[src/rtl/wb_gpio_in_if.sv]
// -----------------------------------------------------------------------------
// wb_if: classic pipelined Wishbone bus bundle.
//   cyc, stb, we      : master -> slave cycle / strobe / write enable
//   adr[31:0]         : byte address
//   sel[3:0]          : byte-lane enables
//   dat_m[31:0]       : write data (master -> slave)
//   dat_s[31:0]       : read data (slave -> master)
//   ack, stall, err   : slave -> master handshake
// Clock and reset travel alongside the bus as separate ports of each agent.
// -----------------------------------------------------------------------------
interface wb_if;
    logic        cyc;
    logic        stb;
    logic        we;
    logic [31:0] adr;
    logic [3:0]  sel;
    logic [31:0] dat_m;
    logic [31:0] dat_s;
    logic        ack;
    logic        stall;
    logic        err;

    modport slave (
        input  cyc, stb, we, adr, sel, dat_m,
        output dat_s, ack, stall, err
    );

    modport master (
        input  dat_s, ack, stall, err,
        output cyc, stb, we, adr, sel, dat_m
    );
endinterface

[src/rtl/wb_gpio_in.sv]
// -----------------------------------------------------------------------------
// wb_gpio_in: Wishbone slave sampling external buttons/switches.
// Each input is synchronised (2 flops) and debounced; rising edges of the
// debounced value latch into a write-1-to-clear EDGE register, and irq is a
// registered level of |(EDGE & IRQ_EN).
//
// Ports:
//   clk      system clock
//   rst      asynchronous active-high reset
//   wb       Wishbone slave (never stalls, never errors, 1-cycle ack)
//   gpio_in  raw asynchronous inputs, N bits
//   irq      level interrupt, registered
//
// Register map (adr[3:2], aliases every 16 bytes):
//   0x0 DATA   RO   debounced state
//   0x4 EDGE   W1C  latched rising edges
//   0x8 IRQ_EN RW   per-bit interrupt enable, byte-lane writes
//   0xC RAW    RO   synchronised, not debounced
// -----------------------------------------------------------------------------
module wb_gpio_in #(
    parameter int N               = 8,
    parameter int DEBOUNCE_CYCLES = 1000000
) (
    input  logic         clk,
    input  logic         rst,
    wb_if.slave          wb,
    input  logic [N-1:0] gpio_in,
    output logic         irq
);

    localparam int            CW       = $clog2(DEBOUNCE_CYCLES + 1);
    localparam logic [CW-1:0] CNT_LAST = CW'(DEBOUNCE_CYCLES - 1);

    localparam logic [1:0] REG_DATA   = 2'd0;
    localparam logic [1:0] REG_EDGE   = 2'd1;
    localparam logic [1:0] REG_IRQ_EN = 2'd2;
    localparam logic [1:0] REG_RAW    = 2'd3;

    // Zero-extend an N-bit register to the 32-bit bus.
    function automatic logic [31:0] zext(input logic [N-1:0] v);
        logic [31:0] r;
        r        = 32'd0;
        r[N-1:0] = v;
        return r;
    endfunction

    // Expand sel into a 32-bit per-bit byte-lane mask.
    function automatic logic [31:0] lane_mask(input logic [3:0] s);
        logic [31:0] m;
        m = 32'd0;
        for (int b = 0; b < 4; b++) begin
            m[8*b +: 8] = {8{s[b]}};
        end
        return m;
    endfunction

    logic [N-1:0]  sync0;
    logic [N-1:0]  sync1;
    logic [N-1:0]  stable;
    logic [N-1:0]  stable_next;
    logic [N-1:0]  rise;
    logic [CW-1:0] cnt      [N];
    logic [CW-1:0] cnt_next [N];

    logic [N-1:0]  edge_reg;
    logic [N-1:0]  irq_en;
    logic [N-1:0]  edge_clr;
    logic [N-1:0]  irq_en_next;

    logic          accept;
    logic          wr;
    logic          rd;
    logic [31:0]   lanes;
    logic [31:0]   wdata_masked;
    logic [31:0]   rdata;
    logic          ack;
    logic [31:0]   dat_s;

    // Only adr[3:2] decodes; the remaining address bits are don't-care.
    logic unused_adr;
    assign unused_adr = ^{wb.adr[31:4], wb.adr[1:0]};

    assign accept       = wb.cyc & wb.stb;
    assign wr           = accept & wb.we;
    assign rd           = accept & ~wb.we;
    assign lanes        = lane_mask(wb.sel);
    assign wdata_masked = wb.dat_m & lanes;

    assign wb.ack   = ack;
    assign wb.dat_s = dat_s;
    assign wb.stall = 1'b0;
    assign wb.err   = 1'b0;

    // Two-flop synchroniser on every input bit.
    always_ff @(posedge clk or posedge rst) begin
        if (rst) begin
            sync0 <= '0;
            sync1 <= '0;
        end else begin
            sync0 <= gpio_in;
            sync1 <= sync0;
        end
    end

    // Debouncer next state: the counter runs only while synced disagrees with
    // stable, and stable flips on the DEBOUNCE_CYCLES-th consecutive mismatch.
    always_comb begin
        stable_next = stable;
        for (int i = 0; i < N; i++) begin
            cnt_next[i] = cnt[i];
            if (sync1[i] == stable[i]) begin
                cnt_next[i] = '0;
            end else if (cnt[i] == CNT_LAST) begin
                stable_next[i] = ~stable[i];
                cnt_next[i]    = '0;
            end else begin
                cnt_next[i] = cnt[i] + CW'(1);
            end
        end
    end

    assign rise = stable_next & ~stable;

    // Debouncer state and counters.
    always_ff @(posedge clk or posedge rst) begin
        if (rst) begin
            stable <= '0;
            for (int i = 0; i < N; i++) begin
                cnt[i] <= '0;
            end
        end else begin
            stable <= stable_next;
            for (int i = 0; i < N; i++) begin
                cnt[i] <= cnt_next[i];
            end
        end
    end

    // Write decode: W1C mask for EDGE and lane-merged IRQ_EN value.
    always_comb begin
        edge_clr    = '0;
        irq_en_next = irq_en;
        if (wr) begin
            case (wb.adr[3:2])
                REG_EDGE:   edge_clr    = wdata_masked[N-1:0];
                REG_IRQ_EN: irq_en_next = (irq_en & ~lanes[N-1:0]) | wdata_masked[N-1:0];
                default:    ;
            endcase
        end else begin
            edge_clr    = '0;
            irq_en_next = irq_en;
        end
    end

    // EDGE / IRQ_EN registers; a same-cycle rising edge beats the W1C clear.
    always_ff @(posedge clk or posedge rst) begin
        if (rst) begin
            edge_reg <= '0;
            irq_en   <= '0;
        end else begin
            edge_reg <= (edge_reg & ~edge_clr) | rise;
            irq_en   <= irq_en_next;
        end
    end

    // Registered interrupt level.
    always_ff @(posedge clk or posedge rst) begin
        if (rst) begin
            irq <= 1'b0;
        end else begin
            irq <= |(edge_reg & irq_en);
        end
    end

    // Read data mux.
    always_comb begin
        rdata = 32'd0;
        case (wb.adr[3:2])
            REG_DATA:   rdata = zext(stable);
            REG_EDGE:   rdata = zext(edge_reg);
            REG_IRQ_EN: rdata = zext(irq_en);
            REG_RAW:    rdata = zext(sync1);
            default:    rdata = 32'd0;
        endcase
    end

    // Single-cycle ack per accepted request; dat_s is zero outside read acks.
    always_ff @(posedge clk or posedge rst) begin
        if (rst) begin
            ack   <= 1'b0;
            dat_s <= 32'd0;
        end else begin
            ack   <= accept;
            dat_s <= rd ? rdata : 32'd0;
        end
    end

endmodule
[src/flat_wrapper.sv]
// flat-port wrapper written by rule: the top's interface ports become plain ports
module wb_gpio_in_flat 
#(
    parameter int N               = 8,
    parameter int DEBOUNCE_CYCLES = 1000000
)
  (clk, rst, gpio_in, irq, wb_cyc, wb_stb, wb_we, wb_adr, wb_sel, wb_dat_m, wb_dat_s, wb_ack, wb_stall, wb_err);
  wb_if wb_i ();
  input  logic clk;
  input  logic rst;
  input  logic [N-1:0] gpio_in;
  output logic irq;
  input wire logic [$bits(wb_i.cyc)-1:0] wb_cyc;
  input wire logic [$bits(wb_i.stb)-1:0] wb_stb;
  input wire logic [$bits(wb_i.we)-1:0] wb_we;
  input wire logic [$bits(wb_i.adr)-1:0] wb_adr;
  input wire logic [$bits(wb_i.sel)-1:0] wb_sel;
  input wire logic [$bits(wb_i.dat_m)-1:0] wb_dat_m;
  output wire logic [$bits(wb_i.dat_s)-1:0] wb_dat_s;
  output wire logic [$bits(wb_i.ack)-1:0] wb_ack;
  output wire logic [$bits(wb_i.stall)-1:0] wb_stall;
  output wire logic [$bits(wb_i.err)-1:0] wb_err;
  assign wb_i.cyc = wb_cyc;
  assign wb_i.stb = wb_stb;
  assign wb_i.we = wb_we;
  assign wb_i.adr = wb_adr;
  assign wb_i.sel = wb_sel;
  assign wb_i.dat_m = wb_dat_m;
  assign wb_dat_s = wb_i.dat_s;
  assign wb_ack = wb_i.ack;
  assign wb_stall = wb_i.stall;
  assign wb_err = wb_i.err;
  wb_gpio_in #(.N(N), .DEBOUNCE_CYCLES(DEBOUNCE_CYCLES)) u_core (.clk(clk), .rst(rst), .wb(wb_i), .gpio_in(gpio_in), .irq(irq));
endmodule
[config.mk]
export PLATFORM = sky130hd
export DESIGN_NAME = wb_gpio_in_flat
export DESIGN_NICKNAME = d
export VERILOG_FILES = /design/src/rtl/wb_gpio_in_if.sv /design/src/rtl/wb_gpio_in.sv /design/src/flat_wrapper.sv
export SDC_FILE = /design/constraint.sdc
export NUM_CORES = 1
export LEC_CHECK = 0
export CAP_MARGIN = 20
export CORE_MARGIN = 3
export CORE_UTILIZATION = 61
export CTS_CLUSTER_DIAMETER = 50
export CTS_CLUSTER_SIZE = 28
export DETAILED_ROUTE_END_ITERATION = 7
export GPL_ROUTABILITY_DRIVEN = 0
export GPL_TIMING_DRIVEN = 0
export HOLD_SLACK_MARGIN = 0.06
export PLACE_DENSITY = 0.86
export SKIP_CTS_REPAIR_TIMING = 1
export SYNTH_ARGS = -nofsm -noshare
export SYNTH_HDL_FRONTEND = slang
export SYNTH_SLANG_ARGS = --single-unit
[constraint.sdc]
create_clock -name clk -period 17 [get_ports clk]
set_input_delay 3.4 -clock clk [delete_from_list [all_inputs] [get_ports clk]]
set_output_delay 3.4 -clock clk [all_outputs]
set_load 0.05 [all_outputs]
==> results of run 1 <==
routing by layer:
layer,share of wire [%],track usage [%],up-vias
met4,2.6,6.89,6
met5,0.18,0,-
met3,5.2,4.21,51
li1,-,-,3664
met1,43,31.3,3699
met2,50,38.5,211
Yosys cell counts:
cell	number	area [um^2]
or4_1	46	345
nor4_1	13	81.3
a22oi_1	4	30.0
clkbuf_1	29	109
xnor2_1	42	368
o21ai_0	38	190
buf_4	26	195
nand4_1	24	150
nor4b_1	2	17.5
o41ai_1	3	26.3
conb_1	1	3.75
a21oi_1	60	300
or3_1	37	231
inv_1	49	184
or4b_2	1	10.0
and3_1	11	68.8
a32o_1	8	80.1
a31o_2	4	35.0
or3_2	1	7.51
nor3_1	18	90.1
dfrtp_1	210	5260
mux2_2	16	180
and2_1	9	56.3
ha_1	8	100
and4_1	7	61.3
xor2_1	50	438
nor3b_2	1	12.5
o31ai_1	23	173
nor2_1	109	409
nand3_2	6	60.1
nor4bb_1	1	10.0
nand2_1	50	188
mux4_2	8	180
buf_6	1	11.3
or4_4	1	11.3
nor2b_1	8	50.1
nand2b_1	1	6.26
nand3_1	64	320
or2_2	7	43.8
buf_2	9	45.0
nor3b_1	1	7.51
final cells by class:
cell class                      count  area (um^2)  area share (%)
Buffer                             65          360            3.13
Clock buffer                       22          529            4.59
Clock inverter                     14          143            1.24
Inverter                           49          191            1.66
Multi-Input combinational cell    708         4440            38.5
Sequential cell                   210         5260            45.6
Tap cell                          216          270            2.34
Timing Repair Buffer               33          343            2.97
cells by family (layout without fill, tap and decap cells):
group                      Yosys count  count (layout)  share of synthesized area (%)
muxes                               24              24                           3.55
and+or+nand+nor                    418             418                           22.1
DFF                                210             210                           51.8
xor gates and xnor gates            92              92                           7.94
buffers and inverters              114             183                           5.37
adders and majority gates            8               8                          0.987
other                                1              26                         0.0370
AOI/OAI and AO/OA                  140             140                           8.23
placed cells by master (no fill, tap or decap), types with 8 or more instances in the layout:
cell type	instances
clkdlybuf4s50_1	31
clkbuf_16	21
nor2_1	109
ha_1	8
and3_1	11
o21ai_0	38
mux4_2	8
or4_1	46
nand3_1	64
xnor2_1	42
nand2_1	50
nor2b_1	8
a32o_1	8
dfrtp_1	210
buf_4	26
o31ai_1	23
buf_2	10
inv_1	48
nor3_1	18
or3_1	37
clkbuf_1	30
mux2_2	16
a21oi_1	60
nor4_1	13
and2_1	9
nand4_1	24
xor2_1	50
conb_1	26
per-stage QoR:
step           std cells  utilization (%)  instance area [um^2]
6_report            1317             71.8                 11500
4_1_cts             1316             71.8                 11500
2_1_floorplan       1032                -                 10200
5_1_grt             1317             71.8                 11500
3_5_place_dp        1280             67.6                 10900
3_3_place_gp        1279             67.4                 10800
power groups by stage:
stage	Combinational (mW)	Clock [mW]	Sequential (mW)
5_1_grt	0.0703	0.480	0.522
6_report	0.0637	0.449	0.521
3_5_place_dp	0.0643	0	0.530
4_1_cts	0.0645	0.458	0.521
2_1_floorplan	0.0468	0	0.529
3_3_place_gp	0.0617	0	0.530
worst max path at each step:
stage,start,endpoint,depth (start not counted)
CTS,wb_cyc,u_core.edge_reg[2],5
detailed placement,wb_we,u_core.edge_reg[2],5
global placement,rst,u_core.sync0[2],2
finish,u_core.irq,irq,1
floorplan,rst,asynchronous set/reset pin,1
global route,u_core.wb.dat_s[5],wb_dat_s[5],1
==> flow_summary.ini, run 1 <==
[cts]
cts_tree = built
cts_max_level = 1
clk_path_buf_depth = 3
cts_num_sinks = 210
clk_pin_slew_ns = 0.07
cts_made_buffers = 20
clock-root-buffer = clkbuf_16
clock_latency_ns = 0.50

[sta]
fin_crit_sh_pct = 30.0
worst_slack_ns = 11.91
rsz0062_at_grt = false
holdWs_ns = 0.350
fmax_mhz = 196
fin_skew_ns = 0.0130
setup_tns_ns = 0
fin_crit_ns = 5.09
hold_viol = 0
finalSetupViolations = 0
slew_viol_final = 0
worst_slew_pin_slew_ns = 0.892
slew_headroom_pct = 40.0

[critical_path]
r2r_setup_slack_ns = 14.69
crit_chain = clkdlybuf4s50_1
rr_worst_depth = 5
max_stage_delay_ns = 0.82
worst_ep_required_time_ns = 13.60
crit_path_end_kind = output port
arrival_ns = 1.69
cp_max_fo = 1
crit_slowest_cell = clkdlybuf4s50_1
regToRegEndpoint = u_core.cnt[44]
worst_path_dominant_cell_family = buffers and inverters
path_buf_inv = 1
cp-start-kind = flip-flop
criticalPathCategory = flip-flop to output port
r2r_start = u_core.cnt[47]

[worst_hold_path]
hp-class = flip-flop to flip-flop
whs_path_depth = 0
worstHoldStart = u_core.sync0[5]
min_to = u_core.sync1[5]

[routing]
vias = 7631
drc_errors = 0
first_pass_iters = 5
wl_mm = 20.6
ant_nets = 0
drt-vias-per-instance = 5.79
drtIter0Drc = 577
wl_per_cell_um = 15.6

[synthesis]
syn_area_um2 = 10100
syn_inst = 1007
ys_warn_count = 0
yosysSeqAreaShare_pct = 51.8
netlist-cell-type-count = 41
synth.ff_latch_count = 210
syn_area_per_cell_um2 = 10.1

[floorplan]
start_util_pct = 63.2
row_count = 46
num_io_pins = 117
coreArea_um2 = 16100
die_w_um = 135
die_h_um = 135
fp.dieArea_um2 = 18200

[finish]
largest-register = u_core.cnt
diodes = 0
nNetsFinal = 1176
fillerInstances = 1165
syn_to_final_growth_pct = 13.7
drive_above_1_share_pct = 10.8
largest_reg_flops = 160

[job]
maxCapViolCount = 0

[grt]
grt_pass1_vias = 7357
grt_overflow = 0
grt_use_total_pct = 23.1
grt_pass1_wl_mm = 35.1
grt_antenna_before_repair = 3
grt_max_degree = 110

[power]
pwr-share-clk_pct = 43.5
finalPower_mw = 1.03
switching_share_pct = 24.5
ir_drop_mv = 0.0692
seq_power_share_pct = 50.4
p_int_uw = 781
p_per_area_nw_per_um2 = 89.7
leakage_nw = 4.71
pwr-share-comb_pct = 6.2
p_sw_uw = 254

[placement]
hpwlAfterDp_mm = 13.7
portBuffers = 31
place_ws_ns = 11.44

[status]
status = completed
Power figures use the tool's default switching activity.
==> inputs of run 2 (changes only) <==
Settings changed: CORE_UTILIZATION 61 to 51, PLACE_DENSITY 0.86 to 0.77.
Clock period 17 ns to 4.4 ns, I/O delays scaled along.
==> run 2 against run 1 <==
Utilization down 10 points. First-iteration DRC count is 9.9% lower. Non-clock buffer count is 6 higher. Final area up 2.4%. Highest routed layer unchanged.
==> flow_summary.ini, run 2 (synthesized netlist as in run 1, its figures left out) <==
[status]
status = completed

[critical_path]
crit_slowest_cell = clkdlybuf4s50_1
cp_max_fo = 1
path_buf_inv = 1
crit_chain = clkdlybuf4s50_1
worst_ep_required_time_ns = 3.52
worst_path_dominant_cell_family = buffers and inverters
arrival_ns = 1.69
max_stage_delay_ns = 0.81
criticalPathCategory = flip-flop to output port
cp-start-kind = flip-flop
crit_path_end_kind = output port

[finish]
syn_to_final_growth_pct = 16.4
layout_common_cells = 210 x dfrtp_1, 109 x nor2_1, 64 x nand3_1
largest-register = u_core.cnt
nNetsFinal = 1186
final_area_um2 = 11800
drive_above_1_share_pct = 11.7
register_area_um2 = 5260
fillerInstances = 1593
largest_reg_flops = 160
final_common_cell = dfrtp_1
finalCoreUtilization_pct = 61.7
multi_input_area_um2 = 4440
diodes = 0

[placement]
place_area_um2 = 11000
portBuffers = 31
place_ws_ns = 1.55
hpwlAfterDp_mm = 14.2

[grt]
grt_use_total_pct = 19.0
grt_overflow = 0
use_met1_pct = 26.6
use_met3_pct = 3.18
grt_pass1_wl_mm = 35.0
grtUsageMet2_pct = 31.1
grt_antenna_before_repair = 1
grt_max_degree = 34
grt_pass1_vias = 7343
busiest_layer = met2

[sta]
slew_viol_final = 0
fin_crit_ns = 2.57
fin_skew_ns = 0.00960
worst_slack_ns = 1.83
fin_crit_sh_pct = 58.3
hold_viol = 0
rsz0062_at_grt = false
fmax_mhz = 390
worst_slew_pin_slew_ns = 1.01
setup_tns_ns = 0
finalSetupViolations = 0
slew_headroom_pct = 31.9

[power]
leakage_nw = 4.82
ir_drop_mv = 0.372
finalPower_mw = 4.19
p_per_area_nw_per_um2 = 355

[routing]
first_pass_iters = 4
vias = 7481
drt-vias-per-instance = 5.44
drtIter0Drc = 520
drc_errors = 0
ant_nets = 0
wl_mm = 20.4
wl_per_cell_um = 14.8

[cts]
cts_tree = built
cts_made_buffers = 24
clock_latency_ns = 0.52
cts_max_level = 1
clk_pin_slew_ns = 0.07
clock-root-buffer = clkbuf_16
clk_path_buf_depth = 3
cts_num_sinks = 210

[floorplan]
die_w_um = 147
num_io_pins = 117
coreArea_um2 = 19100
die_h_um = 147
fp.dieArea_um2 = 21600
start_util_pct = 53.0
row_count = 50

[worst_hold_path]
hp-class = flip-flop to flip-flop

[job]
maxCapViolCount = 0
## run 2: cell count changes in the layout (fill, tap and decap cells not counted), moves of 2 or more
cell | previous run | this run
clkinv_4 | 1 | 4
buf_12 | 0 | 6
clkinv_2 | 4 | 2
clkbuf_1 | 30 | 32
clkbuf_8 | 0 | 3
inv_6 | 2 | 5
clkbuf_16 | 21 | 24
## run 2: final cells by class
| class | instances | share of cell area [%] |
|---|---|---|
| clock buffer | 30 | 5.53 |
| tap | 260 | 2.76 |
| sequential | 210 | 44.5 |
| inverter | 49 | 1.59 |
| multi-input combinational | 708 | 37.6 |
| timing repair buffer | 39 | 3.94 |
| clock inverter | 14 | 1.05 |
| buffer | 65 | 3.05 |
## run 2: path summary, 6_finish.rpt
path | endpoint | slack (ns) | startpoint | cells past startpoint
worst max register to register | u_core.cnt[18] | 2.16 | u_core.cnt[0] | 5
worst max-delay path | wb_dat_s[3] | 1.83 | u_core.wb.dat_s[3] | 1
worst min register to register | u_core.sync1[7] | 0.35 | u_core.sync0[7] | 0
max in group asynchronous | u_core.cnt[98] | 2.55 | rst | 6
worst min-delay path | u_core.sync1[7] | 0.35 | u_core.sync0[7] | 0
min in group asynchronous | u_core.cnt[22] | 0.74 | rst | 2
## run 2: layer usage
layer / up-vias / share of wire (%)
li1: 3698 / -
met1: 3590 / 45
met2: 155 / 48
met3: 36 / 5.0
met4: 2 / 1.9
met5: - / 0.098
## run 2: metrics by stage
stage	cells	hold WS (ns)
final	1375	0.350
after global routing	1375	0.363
after CTS	1375	0.350
after detailed placement	1331	0.335
after global placement	1323	0.332
after floorplan	1032	0.331
## run 2: where the power goes
group | internal [mW] | switching (mW)
logic | 0.0991 | 0.158
clock network | 1.08 | 0.837
registers | 1.97 | 0.0421
total | 3.16 | 1.04
==> inputs of run 3 (changes only) <==
Settings changed: CORE_UTILIZATION 51 to 56, PLACE_DENSITY 0.77 to 0.8.
Clock period 4.4 ns to 2.51 ns, I/O delays scaled along.
==> run 3 against run 2 <==
Clock-buffer cell count shrank 7. Die area down 8.6%. Highest routed layer unchanged. Sequential share of layout area grew 0.38 points. Largest cell class unchanged. Sequential cell count is the same. Worst hold slack worse by 0.016 ns. Sequential power is 76% higher. Final cell count is 3.1% lower. Utilization grew 5.1 points. Total power grew 76%. Clock power up 77%. Global-route usage up 1.5 points. Critical endpoint is now u_core.cnt[38]. Worst setup slack worse by 1.6 ns.
==> flow_summary.ini, run 3 (synthesized netlist as in run 1, its figures left out) <==
[floorplan]
fp.dieArea_um2 = 19800
num_io_pins = 117
row_count = 48
die_w_um = 141
coreArea_um2 = 17500
die_h_um = 141
start_util_pct = 57.8

[placement]
hpwlAfterDp_mm = 13.8
portBuffers = 31
dp_cells = 1294

[critical_path]
worst_path_dominant_cell_family = simple AND/OR/NAND/NOR gates
cp_max_fo = 7
crit_chain = ha_1 -> nand2_1 -> or4_1 -> clkbuf_1 -> or4_1 -> a21oi_1
worst_ep_required_time_ns = 2.93
path_buf_inv = 1
criticalPathCategory = flip-flop to flip-flop
crit_slowest_cell = or4_1
cp-start-kind = flip-flop
crit_path_end_kind = flip-flop
cpMostUsedCell = or4_1
max_stage_delay_ns = 0.51
arrival_ns = 2.72

[grt]
grt_pass1_vias = 7284
grt_antenna_before_repair = 1
grt_use_total_pct = 20.4
grt_overflow = 0
grt_max_degree = 45
grt_pass1_wl_mm = 34.3

[finish]
syn_to_final_growth_pct = 15.4
layoutNonFillerInstCount = 1333
nNetsFinal = 1182
largest-register = u_core.cnt
layout_common_cells = 210 x dfrtp_1, 109 x nor2_1, 64 x nand3_1
largest_reg_flops = 160
fillerInstances = 1332
drive_above_1_share_pct = 11.5
final_common_cell = dfrtp_1
register_area_um2 = 5260
multi_input_area_um2 = 4440
finalCoreUtilization_pct = 66.8
diodes = 0

[sta]
worst_slew_pin_slew_ns = 0.985
fin_crit_ns = 2.30
fin_crit_sh_pct = 91.5
fin_skew_ns = 0.0218
slew_viol_final = 0
fmax_mhz = 435
hold_viol = 0
finalSetupViolations = 0
rsz0062_at_grt = false
slew_headroom_pct = 33.7

[power]
finalPower_mw = 7.37
leakage_nw = 4.80
ir_drop_mv = 0.552
p_per_area_nw_per_um2 = 629

[routing]
wl_per_cell_um = 15.0
first_pass_iters = 5
drc_errors = 0
drtIter0Drc = 590
vias = 7502
drt-vias-per-instance = 5.63
ant_nets = 0
wl_mm = 19.9

[worst_hold_path]
hp-class = input port to asynchronous set/reset pin

[cts]
cts_num_sinks = 210
cts_max_level = 1
clock-root-buffer = clkbuf_16
clock_latency_ns = 0.51
cts_made_buffers = 22
cts_tree = built
clk_path_buf_depth = 3
clk_pin_slew_ns = 0.08

[status]
status = completed

[job]
maxCapViolCount = 0
## run 3: path summary, 6_finish.rpt
kind / start / to / slack, ns / cells past startpoint
min in group clk: u_core.sync0[1] / u_core.sync1[1] / 0.34 / 0
max: u_core.cnt[20] / u_core.cnt[38] / 0.21 / 6
min reg2reg: u_core.sync0[1] / u_core.sync1[1] / 0.34 / 0
max reg2reg: u_core.cnt[20] / u_core.cnt[38] / 0.21 / 6
min: rst / u_core.cnt[138] / 0.33 / 2
max in group asynchronous: rst / u_core.cnt[144] / 1.34 / 4
## run 3: metrics by stage
step                instance area [um^2]  hold slack [ns]   TNS (ns)  setup slack [ns]
floorplan                          10200            0.331    -151.24            -0.720
global placement                   10800            0.333    -474.43             -2.26
detailed placement                 10900            0.335  -0.000692         -0.000692
CTS                                11700            0.333          0             0.245
global route                       11700            0.350          0            0.0814
finish                             11700            0.334          0             0.213
## run 3: per-layer routing
layer / vias to the layer above / part of all wire (%) / track usage (%)
met5: - / 0.035 / 0
met4: 2 / 1.9 / 5.20
met3: 35 / 4.4 / 3.39
met2: 145 / 50 / 33.7
met1: 3636 / 44 / 28.5
li1: 3684 / - / -
## run 3: final cells by class
| type | instances | share of cell area, % |
|---|---|---|
| clock inverters | 16 | 1.67 |
| well taps | 225 | 2.40 |
| repair buffers | 37 | 3.55 |
| inverters | 49 | 1.60 |
| plain buffers | 65 | 3.08 |
| multi-input cells | 708 | 37.9 |
| clock buffers | 23 | 4.92 |
| flip-flops and latches | 210 | 44.9 |
## run 3: where the power goes
group | internal (mW) | total [mW] | switching (mW) | leakage, nW
Clock | 1.95 | 3.40 | 1.46 | 0.378
Combinational | 0.166 | 0.442 | 0.275 | 1.55
Sequential | 3.46 | 3.53 | 0.0696 | 2.87
Total | 5.57 | 7.37 | 1.80 | 4.80
